$ cat src/rtl/constraint_scan_ctrl_if.sv
// rtl/constraint_scan_ctrl_if.sv - bus bundle between solver front-end and constraint_scan_ctrl
// Purpose: groups the table-load, candidate, verdict and statistics signals.
// Signals: cfg_* (table write), start_*/cand_data (candidate offer),
//          abort, result_* / fail_idx (verdict), busy, pass_cnt/fail_cnt.
// Modports: master = solver front-end, slave = constraint_scan_ctrl.
interface constraint_scan_ctrl_if #(
  parameter int WIDTH    = 16,
  parameter int NUM_CONS = 8,
  parameter int IDX_W    = 3
);
  logic                      cfg_we;
  logic                      cfg_ready;
  logic [IDX_W-1:0]          cfg_idx;
  logic [WIDTH-1:0]          cfg_const;
  logic                      cfg_op;
  logic                      cfg_en;
  logic                      start_valid;
  logic                      start_ready;
  logic [NUM_CONS*WIDTH-1:0] cand_data;
  logic                      abort;
  logic                      result_valid;
  logic                      result_ready;
  logic                      result_sat;
  logic [IDX_W-1:0]          fail_idx;
  logic                      busy;
  logic [15:0]               pass_cnt;
  logic [15:0]               fail_cnt;

  modport master (
    output cfg_we, cfg_idx, cfg_const, cfg_op, cfg_en,
    output start_valid, cand_data, abort, result_ready,
    input  cfg_ready, start_ready, result_valid, result_sat, fail_idx,
    input  busy, pass_cnt, fail_cnt
  );

  modport slave (
    input  cfg_we, cfg_idx, cfg_const, cfg_op, cfg_en,
    input  start_valid, cand_data, abort, result_ready,
    output cfg_ready, start_ready, result_valid, result_sat, fail_idx,
    output busy, pass_cnt, fail_cnt
  );
endinterface

$ cat src/rtl/constraint_scan_ctrl.sv
// rtl/constraint_scan_ctrl.sv - sequential constraint evaluator with one shared comparator
// Purpose: scans a table of NUM_CONS (const, op, en) slots against a latched
//          candidate, one slot per cycle, and returns a sat/fail verdict.
// Ports: clk, rst_n (async active-low), bus (constraint_scan_ctrl_if.slave):
//        table load (cfg_*), candidate (start_*, cand_data), abort,
//        verdict (result_*, fail_idx), busy, saturating pass/fail counters.
module constraint_scan_ctrl #(
  parameter int WIDTH      = 16,
  parameter int NUM_CONS   = 8,
  parameter int IDX_W      = 3,
  parameter int EARLY_EXIT = 1
) (
  input  logic                  clk,
  input  logic                  rst_n,
  constraint_scan_ctrl_if.slave bus
);

  typedef enum logic [1:0] {IDLE, SCAN, DONE} state_t;

  state_t                    state_q, state_d;
  logic [IDX_W-1:0]          idx_q;
  logic [NUM_CONS*WIDTH-1:0] cand_q;
  logic [WIDTH-1:0]          const_q [NUM_CONS];
  logic [NUM_CONS-1:0]       op_q;
  logic [NUM_CONS-1:0]       en_q;
  logic                      fail_seen_q;
  logic [IDX_W-1:0]          first_fail_q;
  logic                      sat_q;
  logic [IDX_W-1:0]          fail_idx_q;
  logic [15:0]               pass_cnt_q;
  logic [15:0]               fail_cnt_q;

  logic [WIDTH-1:0] operand;
  logic             slot_fail;
  logic             last_slot;
  logic             verdict_fail;
  logic [IDX_W-1:0] verdict_idx;
  logic             enter_done;

  // Shared comparator: one slot evaluated per SCAN cycle.
  always_comb begin
    operand      = cand_q[idx_q*WIDTH +: WIDTH];
    slot_fail    = en_q[idx_q] &&
                   (op_q[idx_q] ? (operand != const_q[idx_q]) : (operand == const_q[idx_q]));
    last_slot    = (idx_q == IDX_W'(NUM_CONS-1));
    // An earlier recorded failure (full-scan mode) takes priority over the current slot.
    verdict_fail = slot_fail || fail_seen_q;
    verdict_idx  = fail_seen_q ? first_fail_q : idx_q;
  end

  // State register
  always_ff @(posedge clk or negedge rst_n) begin
    if (!rst_n) state_q <= IDLE;
    else        state_q <= state_d;
  end

  // Next-state logic; abort beats a verdict produced in the same SCAN cycle.
  always_comb begin
    state_d = state_q;
    case (state_q)
      IDLE: if (bus.start_valid) state_d = SCAN;
      SCAN: begin
        if (bus.abort)
          state_d = IDLE;
        else if ((slot_fail && (EARLY_EXIT != 0)) || last_slot)
          state_d = DONE;
      end
      DONE: if (bus.result_ready) state_d = IDLE;
      default: state_d = IDLE;
    endcase
  end

  // Outputs
  always_comb begin
    bus.cfg_ready    = (state_q == IDLE);
    bus.start_ready  = (state_q == IDLE);
    bus.result_valid = (state_q == DONE);
    bus.busy         = (state_q != IDLE);
    bus.result_sat   = sat_q;
    bus.fail_idx     = fail_idx_q;
    bus.pass_cnt     = pass_cnt_q;
    bus.fail_cnt     = fail_cnt_q;
  end

  assign enter_done = (state_q == SCAN) && (state_d == DONE);

  // Table, candidate latch, scan bookkeeping and statistics
  always_ff @(posedge clk or negedge rst_n) begin
    if (!rst_n) begin
      for (int i = 0; i < NUM_CONS; i++) const_q[i] <= '0;
      op_q         <= '0;
      en_q         <= '0;
      cand_q       <= '0;
      idx_q        <= '0;
      fail_seen_q  <= 1'b0;
      first_fail_q <= '0;
      sat_q        <= 1'b0;
      fail_idx_q   <= '0;
      pass_cnt_q   <= '0;
      fail_cnt_q   <= '0;
    end else begin
      // A write in the start cycle lands before slot 0 is read in the next cycle.
      if (state_q == IDLE && bus.cfg_we) begin
        const_q[bus.cfg_idx] <= bus.cfg_const;
        op_q[bus.cfg_idx]    <= bus.cfg_op;
        en_q[bus.cfg_idx]    <= bus.cfg_en;
      end
      if (state_q == IDLE && bus.start_valid) begin
        cand_q       <= bus.cand_data;
        idx_q        <= '0;
        fail_seen_q  <= 1'b0;
        first_fail_q <= '0;
      end
      if (enter_done) begin
        sat_q      <= !verdict_fail;
        fail_idx_q <= verdict_fail ? verdict_idx : '0;
        if (verdict_fail) begin
          if (fail_cnt_q != 16'hFFFF) fail_cnt_q <= fail_cnt_q + 16'd1;
        end else begin
          if (pass_cnt_q != 16'hFFFF) pass_cnt_q <= pass_cnt_q + 16'd1;
        end
      end else if (state_q == SCAN && !bus.abort) begin
        idx_q <= idx_q + IDX_W'(1);
        if (slot_fail && !fail_seen_q) begin
          fail_seen_q  <= 1'b1;
          first_fail_q <= idx_q;
        end
      end
    end
  end

endmodule

$ cat src/flat_wrapper.sv
// flat-port wrapper written by rule: the top's interface ports become plain ports
module constraint_scan_ctrl_flat 
#(
  parameter int WIDTH      = 16,
  parameter int NUM_CONS   = 8,
  parameter int IDX_W      = 3,
  parameter int EARLY_EXIT = 1
)
  (clk, rst_n, bus_cfg_we, bus_cfg_idx, bus_cfg_const, bus_cfg_op, bus_cfg_en, bus_start_valid, bus_cand_data, bus_abort, bus_result_ready, bus_cfg_ready, bus_start_ready, bus_result_valid, bus_result_sat, bus_fail_idx, bus_busy, bus_pass_cnt, bus_fail_cnt);
  constraint_scan_ctrl_if #(.WIDTH(WIDTH), .NUM_CONS(NUM_CONS), .IDX_W(IDX_W)) bus_i ();
  input  logic clk;
  input  logic rst_n;
  input wire logic [$bits(bus_i.cfg_we)-1:0] bus_cfg_we;
  input wire logic [$bits(bus_i.cfg_idx)-1:0] bus_cfg_idx;
  input wire logic [$bits(bus_i.cfg_const)-1:0] bus_cfg_const;
  input wire logic [$bits(bus_i.cfg_op)-1:0] bus_cfg_op;
  input wire logic [$bits(bus_i.cfg_en)-1:0] bus_cfg_en;
  input wire logic [$bits(bus_i.start_valid)-1:0] bus_start_valid;
  input wire logic [$bits(bus_i.cand_data)-1:0] bus_cand_data;
  input wire logic [$bits(bus_i.abort)-1:0] bus_abort;
  input wire logic [$bits(bus_i.result_ready)-1:0] bus_result_ready;
  output wire logic [$bits(bus_i.cfg_ready)-1:0] bus_cfg_ready;
  output wire logic [$bits(bus_i.start_ready)-1:0] bus_start_ready;
  output wire logic [$bits(bus_i.result_valid)-1:0] bus_result_valid;
  output wire logic [$bits(bus_i.result_sat)-1:0] bus_result_sat;
  output wire logic [$bits(bus_i.fail_idx)-1:0] bus_fail_idx;
  output wire logic [$bits(bus_i.busy)-1:0] bus_busy;
  output wire logic [$bits(bus_i.pass_cnt)-1:0] bus_pass_cnt;
  output wire logic [$bits(bus_i.fail_cnt)-1:0] bus_fail_cnt;
  assign bus_i.cfg_we = bus_cfg_we;
  assign bus_i.cfg_idx = bus_cfg_idx;
  assign bus_i.cfg_const = bus_cfg_const;
  assign bus_i.cfg_op = bus_cfg_op;
  assign bus_i.cfg_en = bus_cfg_en;
  assign bus_i.start_valid = bus_start_valid;
  assign bus_i.cand_data = bus_cand_data;
  assign bus_i.abort = bus_abort;
  assign bus_i.result_ready = bus_result_ready;
  assign bus_cfg_ready = bus_i.cfg_ready;
  assign bus_start_ready = bus_i.start_ready;
  assign bus_result_valid = bus_i.result_valid;
  assign bus_result_sat = bus_i.result_sat;
  assign bus_fail_idx = bus_i.fail_idx;
  assign bus_busy = bus_i.busy;
  assign bus_pass_cnt = bus_i.pass_cnt;
  assign bus_fail_cnt = bus_i.fail_cnt;
  constraint_scan_ctrl #(.WIDTH(WIDTH), .NUM_CONS(NUM_CONS), .IDX_W(IDX_W), .EARLY_EXIT(EARLY_EXIT)) u_core (.clk(clk), .rst_n(rst_n), .bus(bus_i));
endmodule
$ cat config.mk
export PLATFORM = sky130hd
export DESIGN_NAME = constraint_scan_ctrl_flat
export DESIGN_NICKNAME = d
export VERILOG_FILES = /design/src/rtl/constraint_scan_ctrl_if.sv /design/src/rtl/constraint_scan_ctrl.sv /design/src/flat_wrapper.sv
export SDC_FILE = /design/constraint.sdc
export NUM_CORES = 1
export LEC_CHECK = 0
export ABC_AREA = 1
export CORE_MARGIN = 2
export CORE_UTILIZATION = 33
export DETAILED_ROUTE_END_ITERATION = 8
export HOLD_SLACK_MARGIN = 0.1
export SYNTH_ARGS = -nofsm -noshare
export SYNTH_HDL_FRONTEND = slang
export SYNTH_SLANG_ARGS = --single-unit
$ cat constraint.sdc
create_clock -name clk -period 3.1 [get_ports clk]
set_input_delay 0.62 -clock clk [delete_from_list [all_inputs] [get_ports clk]]
set_output_delay 0.62 -clock clk [all_outputs]
set_load 0.03 [all_outputs]
==> impl_metrics.tcl, run 1 <==
set metrics [dict create \
    status "finished, final reports clean" \
    cp.arrival_ns 3.35 \
    clock_skew_ns 0.0193 \
    dp_hpwl_mm 33.8 \
    power_mw 19.3 \
    clk_path_buf_depth 3 \
    gp_congestion 0.870 \
    setup_viol 0 \
    vdd_drop_max_mv 0.402 \
    mostFrequentLayoutCell "nand2_1" \
    power_density_nw_per_um2 949 \
    synth_area_um2 16200 \
    syn_inst 2260 \
    first_global_vias 14500 \
    path_class "reg2reg" \
    cp.required_ns 3.58 \
    crit_path_cell_trace "inv_8 -> buf_12 -> nand2_1 -> nand3_1 -> nand2_1 -> o21ai_0 -> nand2_1 -> nand2_1 -> nor2_1 -> nand2_1 -> nor2_2 -> nand3_1 -> nand3_4 -> a21boi_4 -> buf_4 -> buf_8 -> nand3_1 -> nand2_1" \
    drive_gt1_share_pct 5.23 \
    antenna_found_initial 9 \
    slew_violations 0 \
    die_w_um 226 \
    p_leak_nw 10.2 \
    ys_top_cells_by_area "dfrtp_1 49%, nand2_1 22%, o21ai_0 7.4%" \
    grt_pass1_wl_mm 78.7 \
    rr_startpoint "u_core.idx_q[0]" \
    crit_path_end_kind "flop" \
    min_path_cells 2 \
    drc 0 \
    num-fill-cells 5021 \
    synth_top_area_share_pct 48.9 \
    crit_top_cell "nand2_1" \
    yosysUniqueCellTypes 29 \
    hold_start "u_core.cand_q[113]" \
    routed_wl_mm 50.1 \
    timing.fmax_mhz 348 \
    synth-edff-count 0 \
    wl_per_cell_um 16.1 \
    ant_nets 0 \
    clk_pin_slew_ns 0.06 \
    cp_max_fo 29 \
    rows 81 \
    die_area_um2 51000 \
    num_vias 14800 \
    ff2ff_setup_slack_ns 0.23 \
    area_growth_pct 25.0 \
    grt.overflow.total 0 \
    yosysTopAreaCell "dfrtp_1" \
    reg2reg_depth 18 \
    clock_sinks 317 \
    tightest_slew_ns 0.694 \
    min_period_over_period_pct 92.6 \
    slew_headroom_pct 53.3 \
    io_buffers 194 \
    nets 2582 \
    synth-main-ff-cell "dfrtp_1" \
    root_buffer "clkbuf_16" \
    fin_hold_ws_ns 0.477 \
    core_area_um2 48700 \
    numCtsBuffers 36 \
    period_needed_ns 2.87 \
    via_per_inst 4.74 \
    startpoint_type "flop" \
    num_antenna_cells 0 \
    finalHoldViolCount 0 \
    maxCapViolations 0 \
    synth_warnings 0 \
    drtPass1Iterations 5 \
    final_cell_mix "953 x nand2_1, 314 x dfrtp_1, 256 x inv_1" \
    r2r_end "u_core.bus.pass_cnt[7]" \
    drt_iter0_drc 1159 \
    crit_slowest_cell "dfrtp_4" \
    synthArstFlopShare_pct 100 \
    syn-num-nets 2419 \
    die_h_um 226 \
    io_pins 195 \
    syn_area_per_cell_um2 7.18 \
    htreeDepth 2 \
    hp-class "reg2reg" \
    cp_slowest_stage_delay_ns 0.58 \
    clk_latency_ns 0.55 \
    min_delay_worst_endpoint "u_core.cand_q[113]" \
    seq_area_frac_synth_pct 48.9 \
    grt_start_max_net_pins 86 \
    grt_usage_pct 19.6 \
    cts_tree "yes" \
    ys_ff_latch 317 \
    initial_core_util_pct 33.3 \
]
==> cells in the mapped netlist, types with 5 or more instances <==
master	count
buf_2	30
dfrtp_1	317
nand3_1	212
nand4_1	8
a21oi_1	8
xor2_1	23
buf_1	5
nor4_1	6
inv_1	257
clkbuf_1	64
o21ai_0	239
buf_4	18
xnor2_1	5
nor3_1	10
nor2_1	82
nand2_1	954
==> worst max-delay path by stage <==
| stage | cells after the start | to | from |
|---|---|---|---|
| 2_1_floorplan | 8 | u_core.const_q[46] | u_core.state_q[0] |
| 3_3_place_gp | 19 | u_core.bus.fail_cnt[0] | u_core.idx_q[0] |
| 3_5_place_dp | 19 | u_core.bus.fail_cnt[14] | u_core.idx_q[0] |
| 4_1_cts | 19 | u_core.bus.fail_cnt[3] | u_core.idx_q[0] |
| 5_1_grt | 20 | u_core.bus.pass_cnt[5] | u_core.idx_q[0] |
| 6_report | 18 | u_core.bus.pass_cnt[7] | u_core.idx_q[0] |
==> through the flow <==
stage	worst slack [ns]	instances	area [µm²]	utilization (%)	TNS, ns
after floorplan	0.422	2260	16200	-	0
after global placement	0.108	3042	19000	38.9	0
after detailed placement	0.0858	3042	19000	38.9	0
after CTS	0.0618	3107	20100	41.3	0
after global routing	-0.00402	3113	20300	41.6	-0.00402
final	0.230	3113	20300	41.6	0
==> area by class of cell <==
class / instances / area, µm² / share of cell area (%)
Sequential cell: 317 / 7940 / 39.1
Multi-Input combinational cell: 1562 / 6770 / 33.4
Timing Repair Buffer: 245 / 2600 / 12.8
Clock buffer: 51 / 1030 / 5.07
Inverter: 261 / 992 / 4.89
Tap cell: 664 / 831 / 4.10
Clock inverter: 13 / 125 / 0.617
==> worst max-delay path, delay by kind of cell, from the launching register on <==
family          cells  cell delay [ns]
compound gates      2             0.47
buf+inv             4             0.70
flops               1             0.58
simple gates       12             1.04
==> per-layer routing <==
layer | GRT usage (%) | wire, µm | vias up
li1 | - | - | 7303
met3 | 4.59 | 3130 | 107
met2 | 30.7 | 22300 | 385
met1 | 26.2 | 22700 | 6945
met4 | 7.90 | 1810 | 18
met5 | 0 | 112 | -
==> sequential cells by signal, summed over array words and instances, names as in the netlist <==
register	count
u_core.first_fail_q	3
u_core.idx_q	3
u_core.en_q	8
u_core.fail_seen_q	1
u_core.bus.pass_cnt	16
u_core.state_q	2
u_core.bus.result_sat	1
u_core.bus.fail_idx	3
u_core.bus.fail_cnt	16
u_core.const_q	128
u_core.op_q	8
u_core.cand_q	128
==> report_power, final <==
part	switching [mW]	internal (mW)	total, mW
Sequential	0.830	5.88	6.70
Clock	1.76	2.49	4.24
Combinational	5.40	2.90	8.31
==> cell families (layout without fill, tap and decap cells) <==
| family | after synthesis | after routing | synth area share, % |
|---|---|---|---|
| DFF | 317 | 317 | 48.9 |
| and+or+nand+nor | 1277 | 1278 | 31.6 |
| AOI/OAI and AO/OA | 252 | 252 | 7.97 |
| buffers and inverters | 382 | 570 | 9.69 |
| adders and majority gates | 4 | 4 | 0.308 |
| xor gates and xnor gates | 28 | 28 | 1.51 |
==> timing repair <==
| item | 4_1_cts | 5_1_grt |
|---|---|---|
| setup buffers | 0 | 2 |
| hold buffers | 1 | 0 |
| resized for setup | 0 | 15 |
| endpoints found under the hold margin | 60 | 0 |
| endpoints found under the setup margin | 0 | 40 |
No activity file was read; power rests on OpenSTA's default activity.
==> inputs of run 2 (changes only) <==
--- a/config.mk
+++ b/config.mk
@@ -10,6 +10,7 @@
 export CORE_UTILIZATION = 33
 export DETAILED_ROUTE_END_ITERATION = 8
 export HOLD_SLACK_MARGIN = 0.1
+export RECOVER_POWER = 25
 export SYNTH_ARGS = -nofsm -noshare
 export SYNTH_HDL_FRONTEND = slang
 export SYNTH_SLANG_ARGS = --single-unit
==> run 2 against run 1 <==
The run now ends with capacitance limit, slew limit left. Routed wire length hardly changed. Worst setup slack did not move. Global-route usage is the same. Largest power group unchanged.
==> impl_metrics.tcl, run 2 (synthesized netlist as in run 1, its figures left out) <==
set metrics [dict create \
    reg2reg_depth 18 \
    die_area_um2 51000 \
    crit_slowest_cell "dfrtp_4" \
    grt_pass1_wl_mm 78.7 \
    p_leak_nw 10.2 \
    critPathBufInv 4 \
    vdd_drop_max_mv 0.402 \
    via_per_inst 4.74 \
    drtPass1Iterations 5 \
    die_h_um 226 \
    crit_path_cell_trace "inv_8 -> buf_12 -> nand2_1 -> nand3_1 -> nand2_1 -> o21ai_0 -> nand2_1 -> nand2_1 -> nor2_1 -> nand2_1 -> nor2_2 -> nand3_1 -> nand3_4 -> a21boi_4 -> buf_4 -> buf_8 -> nand3_1 -> nand2_1" \
    largestRegisters "u_core.cand_q: 128 flops, u_core.const_q: 128 flops" \
    grt.overflow.total 0 \
    min_delay_worst_endpoint "u_core.cand_q[113]" \
    timing.fmax_mhz 348 \
    slew_violations 62 \
    ant_nets 0 \
    initial_core_util_pct 33.3 \
    rows 81 \
    tightest_slew_ns 1.87 \
    nets 2582 \
    critical_path.top_delay_family "simple AND/OR/NAND/NOR gates" \
    io_buffers 194 \
    cp.required_ns 3.58 \
    final_cell_mix "953 x nand2_1, 314 x dfrtp_1, 256 x inv_1" \
    grt_usage_pct 19.6 \
    r2r_end "u_core.bus.pass_cnt[7]" \
    drive_gt1_share_pct 5.23 \
    core_area_um2 48700 \
    grt_start_max_net_pins 86 \
    cp_slowest_stage_delay_ns 0.58 \
    numCtsBuffers 36 \
    finalHoldViolCount 0 \
    drc 0 \
    min_path_cells 2 \
    htreeDepth 2 \
    clk_pin_slew_ns 0.06 \
    highest_layer "met5" \
    clk_latency_ns 0.55 \
    area_growth_pct 24.9 \
    hp-class "reg2reg" \
    clock_skew_ns 0.0193 \
    final_cells 3113 \
    clock_sinks 317 \
    mostFrequentLayoutCell "nand2_1" \
    period_needed_ns 2.87 \
    met3_length_mm 3.13 \
    num_vias 14800 \
    ff2ff_setup_slack_ns 0.23 \
    io_pins 195 \
    num_antenna_cells 0 \
    cp.arrival_ns 3.35 \
    first_global_vias 14500 \
    die_w_um 226 \
    maxCapViolations 1 \
    routed_wl_mm 50.0 \
    final_util_pct 41.6 \
    antenna_found_initial 9 \
    startpoint_type "flop" \
    power_density_nw_per_um2 950 \
    setup_viol 0 \
    min_period_over_period_pct 92.6 \
    cts_tree "yes" \
    gp_congestion 0.870 \
    slew_headroom_pct -24.6 \
    crit_path_end_kind "flop" \
    hold_start "u_core.cand_q[113]" \
    met2_length_mm 22.3 \
    placed_cells 3042 \
    wl_met1_mm 22.7 \
    wl_per_cell_um 16.1 \
    drt_iter0_drc 1159 \
    status "finished with violations" \
    rr_startpoint "u_core.idx_q[0]" \
    path_class "reg2reg" \
    crit_top_cell "nand2_1" \
    violations "capacitance limit, slew limit" \
    setup_tns_ns 0 \
    place_ws_ns 0.0858 \
    clk_path_buf_depth 3 \
    cp_max_fo 29 \
    setup_ws_ns 0.230 \
    root_buffer "clkbuf_16" \
    dp_hpwl_mm 33.8 \
]
[run 2: worst register-to-register path: cells and delay by family, from the launching register on]
family | cells | cell delay, ns
compound gates | 2 | 0.47
simple gates | 12 | 1.06
buf+inv | 4 | 0.70
flops | 1 | 0.58
[run 2: power by group]
group	switching, mW	internal (mW)	total [mW]
Sequential	0.830	5.88	6.71
Clock	1.76	2.49	4.24
Combinational	5.40	2.90	8.31
[run 2: area by class of cell]
| cell class | instances | area (µm²) |
|---|---|---|
| well taps | 664 | 831 |
| clock buffers | 51 | 1030 |
| repair buffers | 245 | 2590 |
| inverters | 261 | 992 |
| clock inverters | 13 | 125 |
| flip-flops and latches | 317 | 7940 |
| fillers | 5022 | 28500 |
| multi-input cells | 1562 | 6770 |
[run 2: routing by layer]
layer | GRT usage [%] | vias to the layer above
met5 | 0 | -
met4 | 7.90 | 18
met2 | 30.7 | 385
met3 | 4.59 | 107
li1 | - | 7303
met1 | 26.2 | 6945
[run 2: how the worst max path moves through the flow]
stage,startpoint,endpoint,slack (ns),depth (start not counted)
5_1_grt,u_core.idx_q[0],u_core.bus.pass_cnt[5],-0.004,20
4_1_cts,u_core.idx_q[0],u_core.bus.fail_cnt[3],0.06,19
3_3_place_gp,u_core.idx_q[0],u_core.bus.fail_cnt[0],0.11,19
3_5_place_dp,u_core.idx_q[0],u_core.bus.fail_cnt[14],0.09,19
6_report,u_core.idx_q[0],u_core.bus.pass_cnt[7],0.23,18
2_1_floorplan,u_core.state_q[0],u_core.const_q[46],0.42,8
[run 2: repair_timing]
item	CTS	global route
gates resized for setup	0	15
buffers inserted	0	2
hold endpoints to repair	60	0
setup endpoints to repair	0	40
hold buffers	1	0
[run 2: through the flow]
step	instance area (µm²)	total power, mW	hold WS (ns)
after CTS	20100	19.2	0.483
final	20300	19.3	0.477
after floorplan	16200	12.1	0.324
after global routing	20300	20.9	0.488
after detailed placement	19000	14.8	0.468
after global placement	19000	14.7	0.464
==> inputs of run 3 (changes only) <==
--- a/config.mk
+++ b/config.mk
@@ -6,6 +6,7 @@
 export NUM_CORES = 1
 export LEC_CHECK = 0
 export ABC_AREA = 1
+export ABC_CLOCK_PERIOD_IN_PS = 3750
 export CORE_MARGIN = 2
 export CORE_UTILIZATION = 33
 export DETAILED_ROUTE_END_ITERATION = 8
==> constraint.sdc (replaced) <==
create_clock -name clk -period 3.75 [get_ports clk]
set_input_delay 0.75 -clock clk [delete_from_list [all_inputs] [get_ports clk]]
set_output_delay 0.75 -clock clk [all_outputs]
set_load 0.03 [all_outputs]
==> run 3 against run 2 <==
The run still ends with capacitance limit, slew limit left. Highest routed layer unchanged. Cell count barely moved. First-iteration DRC count fell by 16%. Final area barely moved. Largest cell class unchanged. Worst hold slack improved by 0.0013 ns. Routed wire length fell by 1.9%. Clock skew rose by 0.0027 ns. Count of clock-buffer cells in the layout rose by 6. Combinational power fell by 21%.
==> impl_metrics.tcl, run 3 (synthesized netlist as in run 1, its figures left out) <==
set metrics [dict create \
    core_area_um2 48700 \
    grt_usage_pct 19.5 \
    cp.required_ns 4.22 \
    routed_wl_mm 49.1 \
    cts_tree "yes" \
    crit_path_cell_trace "inv_8 -> buf_12 -> buf_4 -> nand2_1 -> nand3_1 -> nand2_1 -> nand2_1 -> nand2_1 -> nand2_1 -> nand2_1 -> nor2_1 -> nand2_1 -> nor2_2 -> nand3_1 -> nand3_2 -> nand2_1 -> nor2_4 -> buf_4 -> nand3_1 -> nand2_1" \
    crit_slowest_cell "dfrtp_4" \
    die_h_um 226 \
    drc 0 \
    met3_length_mm 2.77 \
    met2_length_mm 22.6 \
    initial_core_util_pct 33.3 \
    grt_pass1_wl_mm 78.5 \
    placed_cells 3042 \
    violations "capacitance limit, slew limit" \
    status "finished with violations" \
    rr_startpoint "u_core.idx_q[0]" \
    nets 2577 \
    vdd_drop_max_mv 0.324 \
    gp_congestion 0.868 \
    crit_top_cell "nand2_1" \
    final_util_pct 41.6 \
    grt_start_max_net_pins 115 \
    startpoint_type "flop" \
    ant_nets 0 \
    power_density_nw_per_um2 794 \
    largestRegisters "u_core.cand_q: 128 flops, u_core.const_q: 128 flops" \
    drtPass1Iterations 7 \
    crit_path_end_kind "flop" \
    mostFrequentLayoutCell "nand2_1" \
    io_pins 195 \
    final_cells 3111 \
    rows 81 \
    wl_per_cell_um 15.8 \
    slew_headroom_pct -79.8 \
    cp-endpoint "u_core.bus.pass_cnt[1]" \
    area_growth_pct 24.9 \
    first_global_vias 14600 \
    cp_max_fo 44 \
    path_class "reg2reg" \
    dp_hpwl_mm 33.5 \
    drive_gt1_share_pct 5.23 \
    numCtsBuffers 38 \
    setup_viol 0 \
    maxCapViolations 1 \
    hp-class "reg2reg" \
    timing.fmax_mhz 290 \
    final_cell_mix "953 x nand2_1, 314 x dfrtp_1, 256 x inv_1" \
    via_per_inst 4.73 \
    seq_area_um2 7940 \
    io_buffers 194 \
    htreeDepth 2 \
    drt_iter0_drc 978 \
    wl_met1_mm 22.9 \
    root_buffer "clkbuf_16" \
    slew_violations 95 \
    clk_latency_ns 0.55 \
    p_leak_nw 10.2 \
    antenna_found_initial 4 \
    highest_layer "met5" \
    num-fill-cells 4953 \
    clk_path_buf_depth 3 \
    reg2reg_depth 20 \
    multi_input_area_um2 6740 \
    r2r_end "u_core.bus.pass_cnt[1]" \
    clock_skew_ns 0.0221 \
    die_area_um2 51000 \
    clk_pin_slew_ns 0.05 \
    finalHoldViolCount 0 \
    cp_slowest_stage_delay_ns 0.59 \
    period_needed_ns 3.45 \
    num_antenna_cells 0 \
    cp.arrival_ns 3.92 \
    min_period_over_period_pct 92.0 \
    clock_sinks 317 \
    grt.overflow.total 0 \
    tightest_slew_ns 2.70 \
    crit_path_start "u_core.idx_q[0]" \
    num_vias 14700 \
    fin_hold_ws_ns 0.478 \
    ff2ff_setup_slack_ns 0.30 \
    die_w_um 226 \
]
-- run 3: cell types whose count changed in the layout (fill, tap and decap cells not counted), moves of 3 or more --
cell	before	now
clkbuf_1	9	6
buf_12	14	10
clkinv_2	8	5
buf_4	28	33
bufinv_16	2	5
clkbuf_8	5	13
-- run 3: final cells by class --
class | instances | share of cell area (%)
inverters | 261 | 4.90
clock inverters | 12 | 0.945
repair buffers | 239 | 11.8
clock buffers | 57 | 5.79
multi-input cells | 1561 | 33.3
flip-flops and latches | 317 | 39.2
well taps | 664 | 4.10
-- run 3: repair_timing --
action,4_1_cts,5_1_grt
setup endpoints to repair,0,39
hold buffers,0,0
buffers inserted,0,0
gates resized for setup,0,4
-- run 3: metrics by stage --
step / worst slack (ns) / power (mW) / TNS, ns / area [µm²]
5_1_grt: -0.000616 / 17.5 / -0.000616 / 20300
6_report: 0.299 / 16.1 / 0 / 20300
3_3_place_gp: 0.197 / 12.1 / 0 / 18900
3_5_place_dp: 0.171 / 12.2 / 0 / 18900
4_1_cts: 0.135 / 16.2 / 0 / 20300
2_1_floorplan: 1.07 / 10.0 / 0 / 16200
-- run 3: per-layer routing --
metal	up-vias	global-route usage [%]
li1	7283	-
met1	6966	26.9
met2	373	31.6
met3	71	3.58
met4	8	4.83
met5	-	0
-- run 3: worst min path at each step --
stage                        from                endpoint  slack [ns]  cells past startpoint
5_1_grt        u_core.const_q[90]      u_core.const_q[90]        0.50                      2
4_1_cts                     rst_n      u_core.const_q[72]        0.29                      1
2_1_floorplan               rst_n  u_core.bus.fail_cnt[0]        0.45                      0
6_report       u_core.cand_q[117]      u_core.cand_q[117]        0.48                      2
3_3_place_gp    u_core.cand_q[76]       u_core.cand_q[76]        0.46                      2
3_5_place_dp   u_core.cand_q[117]      u_core.cand_q[117]        0.47                      2
-- run 3: critical path: cells and delay by family (launching register included) --
| family | cells | cell delay (ns) |
|---|---|---|
| buffers and inverters | 4 | 0.87 |
| flip-flops | 1 | 0.59 |
| AND/OR/NAND/NOR | 16 | 1.86 |
-- run 3: where the power goes --
group	internal [mW]	switching, mW	total, mW
Combinational	2.25	4.33	6.59
Sequential	4.86	0.673	5.53
Clock	2.50	1.46	3.97
